## src/rtl/sifh_frame_sequencer_pkg.sv

```systemverilog
// sifh_frame_sequencer_pkg: shared FSM states, size defaults and the invalid-timestamp marker
package sifh_frame_sequencer_pkg;
    localparam int NP_DEF = 12;
    localparam int DATA_NUM_DEF = 2;
    localparam int PIXEL_NUM_DEF = 2;
    localparam int ACQ_NUM_DEF = 2;
    localparam logic [NP_DEF-1:0] INVALID_TS = '1;
    typedef enum logic [2:0] {IDLE, CLEAR, STREAM, DRAIN, DONE} state_t;
endpackage

```

## src/rtl/sifh_nested_counter.sv

```systemverilog
// sifh_nested_counter: data/pixel/acquisition cascade advanced once per accepted sample
// ports: clk, res (sync active-high), clr (zero all), adv (advance),
//        pixel_idx, acq_idx (current indices), last (all three at maximum)
module sifh_nested_counter
    import sifh_frame_sequencer_pkg::*;
#(
    parameter int DATA_NUM  = DATA_NUM_DEF,
    parameter int PIXEL_NUM = PIXEL_NUM_DEF,
    parameter int ACQ_NUM   = ACQ_NUM_DEF
) (
    input  logic        clk,
    input  logic        res,
    input  logic        clr,
    input  logic        adv,
    output logic [7:0]  pixel_idx,
    output logic [19:0] acq_idx,
    output logic        last
);
    logic [7:0] data_idx;
    logic data_wrap, pixel_wrap;
    assign data_wrap = data_idx == 8'(DATA_NUM - 1);
    assign pixel_wrap = data_wrap && pixel_idx == 8'(PIXEL_NUM - 1);
    assign last = pixel_wrap && acq_idx == 20'(ACQ_NUM - 1);
    always_ff @(posedge clk) begin
        if (res || clr) begin
            data_idx  <= '0;
            pixel_idx <= '0;
            acq_idx   <= '0;
        end else if (adv) begin
            data_idx  <= data_wrap ? '0 : data_idx + 8'd1;
            pixel_idx <= data_wrap ? (pixel_wrap ? '0 : pixel_idx + 8'd1) : pixel_idx;
            acq_idx   <= pixel_wrap ? (last ? '0 : acq_idx + 20'd1) : acq_idx;
        end
    end
endmodule

```

## src/rtl/sifh_frame_sequencer.sv

```systemverilog
// sifh_frame_sequencer: clears the SiFH histogram builder and feeds it two passes of timestamps per frame
// ports: clk, res (sync active-high), start, busy; s_valid/s_data/s_ready upstream stream;
//        hb_res_n, hb_wrEn, hb_data, hb_pass builder side; pixel_idx, acq_idx, pass_done, frame_done status
// optional: SIFH_STALL_TIMEOUT_EN injects an invalid-timestamp write after TIMEOUT idle cycles in STREAM
module sifh_frame_sequencer
    import sifh_frame_sequencer_pkg::*;
#(
    parameter int NP           = NP_DEF,
    parameter int DATA_NUM     = DATA_NUM_DEF,
    parameter int PIXEL_NUM    = PIXEL_NUM_DEF,
    parameter int ACQ_NUM      = ACQ_NUM_DEF,
    parameter int CLR_CYCLES   = 4,
    parameter int DRAIN_CYCLES = 3,
    parameter int TIMEOUT      = 64
) (
    input  logic          clk,
    input  logic          res,
    input  logic          start,
    output logic          busy,
    input  logic          s_valid,
    input  logic [NP-1:0] s_data,
    output logic          s_ready,
    output logic          hb_res_n,
    output logic          hb_wrEn,
    output logic [NP-1:0] hb_data,
    output logic          hb_pass,
    output logic [7:0]    pixel_idx,
    output logic [19:0]   acq_idx,
    output logic          pass_done,
    output logic          frame_done
);
    state_t state, state_nx;
    logic [15:0] tmr;
    logic cleared, hs, inj, adv, last;
    assign busy = state != IDLE;
    assign s_ready = state == STREAM;
    // builder stays in reset after power-up until the first clear; afterwards results stay readable in IDLE
    assign hb_res_n = cleared && state != CLEAR;
    // DRAIN also holds the cycle of the final registered write, so it ends DRAIN_CYCLES later
    assign pass_done = state == DRAIN && tmr == 16'(DRAIN_CYCLES);
    assign frame_done = state == DONE;
    assign hs = s_valid && s_ready;
    assign adv = hs || inj;
`ifdef SIFH_STALL_TIMEOUT_EN
    logic [15:0] stall;
    assign inj = s_ready && !s_valid && stall == 16'(TIMEOUT - 1);
    always_ff @(posedge clk) begin
        stall <= (res || !s_ready || s_valid || inj) ? '0 : stall + 16'd1;
    end
`else
    assign inj = 1'b0;
`endif
    sifh_nested_counter #(
        .DATA_NUM  (DATA_NUM),
        .PIXEL_NUM (PIXEL_NUM),
        .ACQ_NUM   (ACQ_NUM)
    ) u_cnt (
        .clk       (clk),
        .res       (res),
        .clr       (state == CLEAR),
        .adv       (adv),
        .pixel_idx (pixel_idx),
        .acq_idx   (acq_idx),
        .last      (last)
    );
    always_comb begin
        state_nx = state;
        case (state)
            IDLE:    state_nx = start ? CLEAR : IDLE;
            CLEAR:   state_nx = tmr == 16'(CLR_CYCLES - 1) ? STREAM : CLEAR;
            STREAM:  state_nx = adv && last ? DRAIN : STREAM;
            DRAIN:   state_nx = pass_done ? (hb_pass ? DONE : STREAM) : DRAIN;
            default: state_nx = IDLE;
        endcase
    end
    always_ff @(posedge clk) begin
        if (res) begin
            state   <= IDLE;
            tmr     <= '0;
            cleared <= 1'b0;
            hb_wrEn <= 1'b0;
            hb_data <= '0;
            hb_pass <= 1'b0;
        end else begin
            state   <= state_nx;
            tmr     <= state_nx != state ? '0 : tmr + 16'd1;
            cleared <= cleared || (state == CLEAR && state_nx == STREAM);
            hb_wrEn <= adv;
            hb_data <= hs ? s_data : inj ? '1 : hb_data;
            hb_pass <= (state == CLEAR || state == DONE) ? 1'b0 : hb_pass || pass_done;
        end
    end
endmodule

```

## config.mk

```make
export PLATFORM = sky130hd
export DESIGN_NAME = sifh_frame_sequencer
export DESIGN_NICKNAME = d
export VERILOG_FILES = /design/src/rtl/sifh_frame_sequencer_pkg.sv /design/src/rtl/sifh_nested_counter.sv /design/src/rtl/sifh_frame_sequencer.sv
export SDC_FILE = /design/constraint.sdc
export NUM_CORES = 1
export LEC_CHECK = 0
export ABC_AREA = 0
export ABC_CLOCK_PERIOD_IN_PS = 3110
export CELL_PAD_IN_SITES_DETAIL_PLACEMENT = 0
export CELL_PAD_IN_SITES_GLOBAL_PLACEMENT = 2
export CORE_MARGIN = 3
export CORE_UTILIZATION = 31
export CTS_CLUSTER_DIAMETER = 120
export DETAILED_ROUTE_END_ITERATION = 8
export GPL_TIMING_DRIVEN = 0
export PLACE_DENSITY_LB_ADDON = 0.1
export SKIP_CTS_REPAIR_TIMING = 1
export SLEW_MARGIN = 20
export SYNTH_ARGS = -nofsm -noshare
export SYNTH_HDL_FRONTEND = slang
export SYNTH_HIERARCHICAL = 1
export SYNTH_SLANG_ARGS = --single-unit
```

## constraint.sdc

```tcl
create_clock -name clk -period 3.11 [get_ports clk]
set_clock_uncertainty 0.05 [all_clocks]
set_input_delay 0.4665 -clock clk [delete_from_list [all_inputs] [get_ports clk]]
set_output_delay 0.4665 -clock clk [all_outputs]
set_load 0.02 [all_outputs]
```

==> results by group <==
CTS
  – Sink Count: 70
  – H-tree levels: 3
  – CTS Buf Count: 9
  – CTS tree: done
  – Max clock buf depth: 2
  – Insertion delay of the later-clocked pin in the worst-skew pair: 0.34 ns
  – Clock slew at reported path FFs: 0.08 ns
  – Root buf cell: clkbuf_8

Placement
  – Dpl cell area: 4180 sq um
  – Placed insts: 586
  – Pre-CTS WS: -0.405 ns
  – Port bufs: 62
  – GPL Wtd Cong: 0.762
  – Detailed placer's ending HPWL: 6030 microns

Logic synthesis
  – Synth Area in Simple Gates: 33.1%
  – Largest family of logic cells by synthesized area: simple AND/OR/NAND/NOR gates
  – Synth Area in XOR/XNOR: 5.95%
  – Number of synthesis warnings: 6
  – Ys async rst share: 0%
  – Avg Cell Area, Syn: 8.72 sq um
  – Seq/Total Area, Yosys: 41.4%
  – Post-synthesis adder-cell area fraction: 2.59%
  – Post-synth top flop: dfxtp_1
  – Mapped Cells: 388
  – Post-synth EDFFs: 0
  – Mux share of post-synthesis cell area: 0.296%
  – Compound-gate portion of the synthesized area: 12.3%
  – Flop and latch count out of synthesis: 70
  – Syn nets: 411
  – Post-Syn Area: 3380 sq um
  – Post-synth cell types: 47

Timing
  – Final setup vio count: 0
  – Fin crit period: 2.85 ns
  – Period utilization: 91.6%
  – Final Hold Fails: 0
  – RSZ-0062 raised after global routing: no
  – Max_slew headroom: 63.2%
  – Final worst-path setup slack: 0.262 ns
  – Max frequency: 351 MHz
  – Fin. max-slew vios: 0
  – WHS: 0.398 ns
  – Slew @ Worst Pin: 0.548 ns

Final layout
  – Final Cell Area: 4470 sq um
  – Commonest non-fill, non-tap cells in the layout: 70 x dfxtp_1, 62 x clkdlybuf4s50_1, 45 x nand2_1
  – Antenna cells: 0
  – Layout cells sized above 1: 12.2%
  – Most common cell after layout, fill and taps aside: dfxtp_1
  – NumNets Final: 485
  – Layout Cells excl Fill: 603
  – P&R area growth vs syn: 32.0%

Routing
  – Post-DRT Antenna Nets: 0
  – Number of remaining DRC errors: 0
  – Wire length per cell: 14.1 microns
  – Initial drt markers: 107
  – Total number of vias: 3041
  – Initial DRT Pass Iterations: 6
  – DRT Wirelength: 8520 microns
  – Routed vias/inst: 5.04

Run status
  – Status: complete, no violations

Critical path
  – Crit path max-delay family: buffers and inverters
  – CP Buf/Inv Count: 5
  – CP max stage delay: 0.49 ns
  – Sequence of cells on the critical path: buf_2 -> nor2_2 -> nand3_2 -> inv_2 -> buf_4 -> buf_2 -> nor4b_4 -> nand4_4 -> o31ai_4 -> buf_2 -> a21oi_1
  – Crit end category: flip-flop
  – CP Data Arrival Time: 3.02 ns
  – Required @ worst endpoint: 3.29 ns
  – CP dominant cell by count: buf_2
  – CP max stage cell: o31ai_4
  – CP Launch Type: flip-flop
  – Max FO, Critical Path: 10
  – Worst Path Class, Setup: flip-flop to flip-flop

GRT
  – Initial antenna violation count: 0
  – Vias in the first global route: 2893
  – Largest net degree at the start of global routing: 13
  – Grt ovf: 0
  – GRT Total Usage: 14.2%
  – First-pass GRT wire length: 14600 microns

Power and ir drop
  – Peak VDD IR: 0.216 mV
  – P_leak: 1.43 nW
  – Pwr per Cell Area: 437 nW/um^2
  – Total power draw: 1.95 mW

Die
  – Die area: 12200 sq um
  – Core box area: 10500 sq um
  – Chip width: 110 microns
  – # IOs: 63
  – Die H: 110 microns
  – # rows: 37
  – Initial Utilization: 32.3%

Worst hold path
  – Hold WC Path Type: flip-flop to flip-flop

Job
  – Max cap viols: 0
## power by group
group	switching (mW)	total (mW)	leakage [nW]	internal, mW
sequential	0.00449	0.904	0.564	0.900
combinational	0.0424	0.0774	0.737	0.0350
clock	0.357	0.972	0.130	0.615
## cells in the mapped netlist, types with 6 or more instances
cell type  instances  area share (%)
or3_1             15             2.8
ha_1               7             2.6
clkbuf_1           9             1.0
nor2_1            23             2.6
or4_1             10             2.2
inv_1              7            0.78
and4_1             7             1.8
nor4_1             9             1.7
nand2_1           45             5.0
a21oi_1           35             5.2
nand3_1           21             3.1
nand4_1           15             2.8
xnor2_1            6             1.6
nor3_1             6            0.89
o31ai_1           10             2.2
nor2_2            10             1.8
xor2_1            17             4.4
o21ai_0           13             1.9
dfxtp_1           70              41
## logic make-up after synthesis
logic type,after synthesis
simple gates,189
compound gates,70
flops,70
buf+inv,28
xor+xnor,23
fa+ha+maj,7
mux,1
## worst register-to-register path: cells and delay by family, from the launching register on
kind / cells / cell delay (ns)
buf+inv: 5 / 1.02
flops: 1 / 0.30
simple gates: 4 / 0.80
compound gates: 2 / 0.56
## state kept, by name (all words and copies together), names as in the netlist
signal           count
cleared              1
hb_data             12
hb_pass              1
hb_wrEn              1
state                3
tmr                 16
u_cnt/acq_idx       20
u_cnt/data_idx       8
u_cnt/pixel_idx      8
## per-stage QoR
stage | util, % | TNS, ns
after CTS | 42.4 | -1.50
final | 42.7 | 0
after global placement | 39.9 | -6.66
after global routing | 42.7 | 0
after detailed placement | 39.9 | -6.51
after floorplan | - | 0
## path summary, 6_finish.rpt
| kind | slack, ns | to | from | cells after the start |
|---|---|---|---|---|
| worst max register to register | 0.26 | u_cnt/acq_idx[17]$_SDFFE_PP0P_ | state[2]$_SDFF_PP0_ | 11 |
| worst max-delay path | 0.26 | u_cnt/acq_idx[17]$_SDFFE_PP0P_ | state[2]$_SDFF_PP0_ | 11 |
| worst min-delay path | 0.40 | tmr[0]$_SDFF_PP0_ | tmr[0]$_SDFF_PP0_ | 1 |
| worst min register to register | 0.40 | tmr[0]$_SDFF_PP0_ | tmr[0]$_SDFF_PP0_ | 1 |
## layout make-up
| type | instances | area [sq um] |
|---|---|---|
| sequential | 70 | 1400 |
| tap | 136 | 170 |
| multi-input combinational | 290 | 1850 |
| timing repair buffer | 64 | 636 |
| inverter | 8 | 30.0 |
| clock inverter | 6 | 134 |
| fill | 1105 | 6000 |
| buffer | 19 | 116 |
| clock buffer | 10 | 128 |
## metal layers
layer	up-vias	GRT usage (%)	share of wire, %
met3	13	4.33	4.8
met1	1410	19.3	49
met5	-	0	0
met4	0	4.43	2.0
li1	1552	-	-
met2	66	21.4	44
Note: power is estimated with default switching activity, not from simulation.
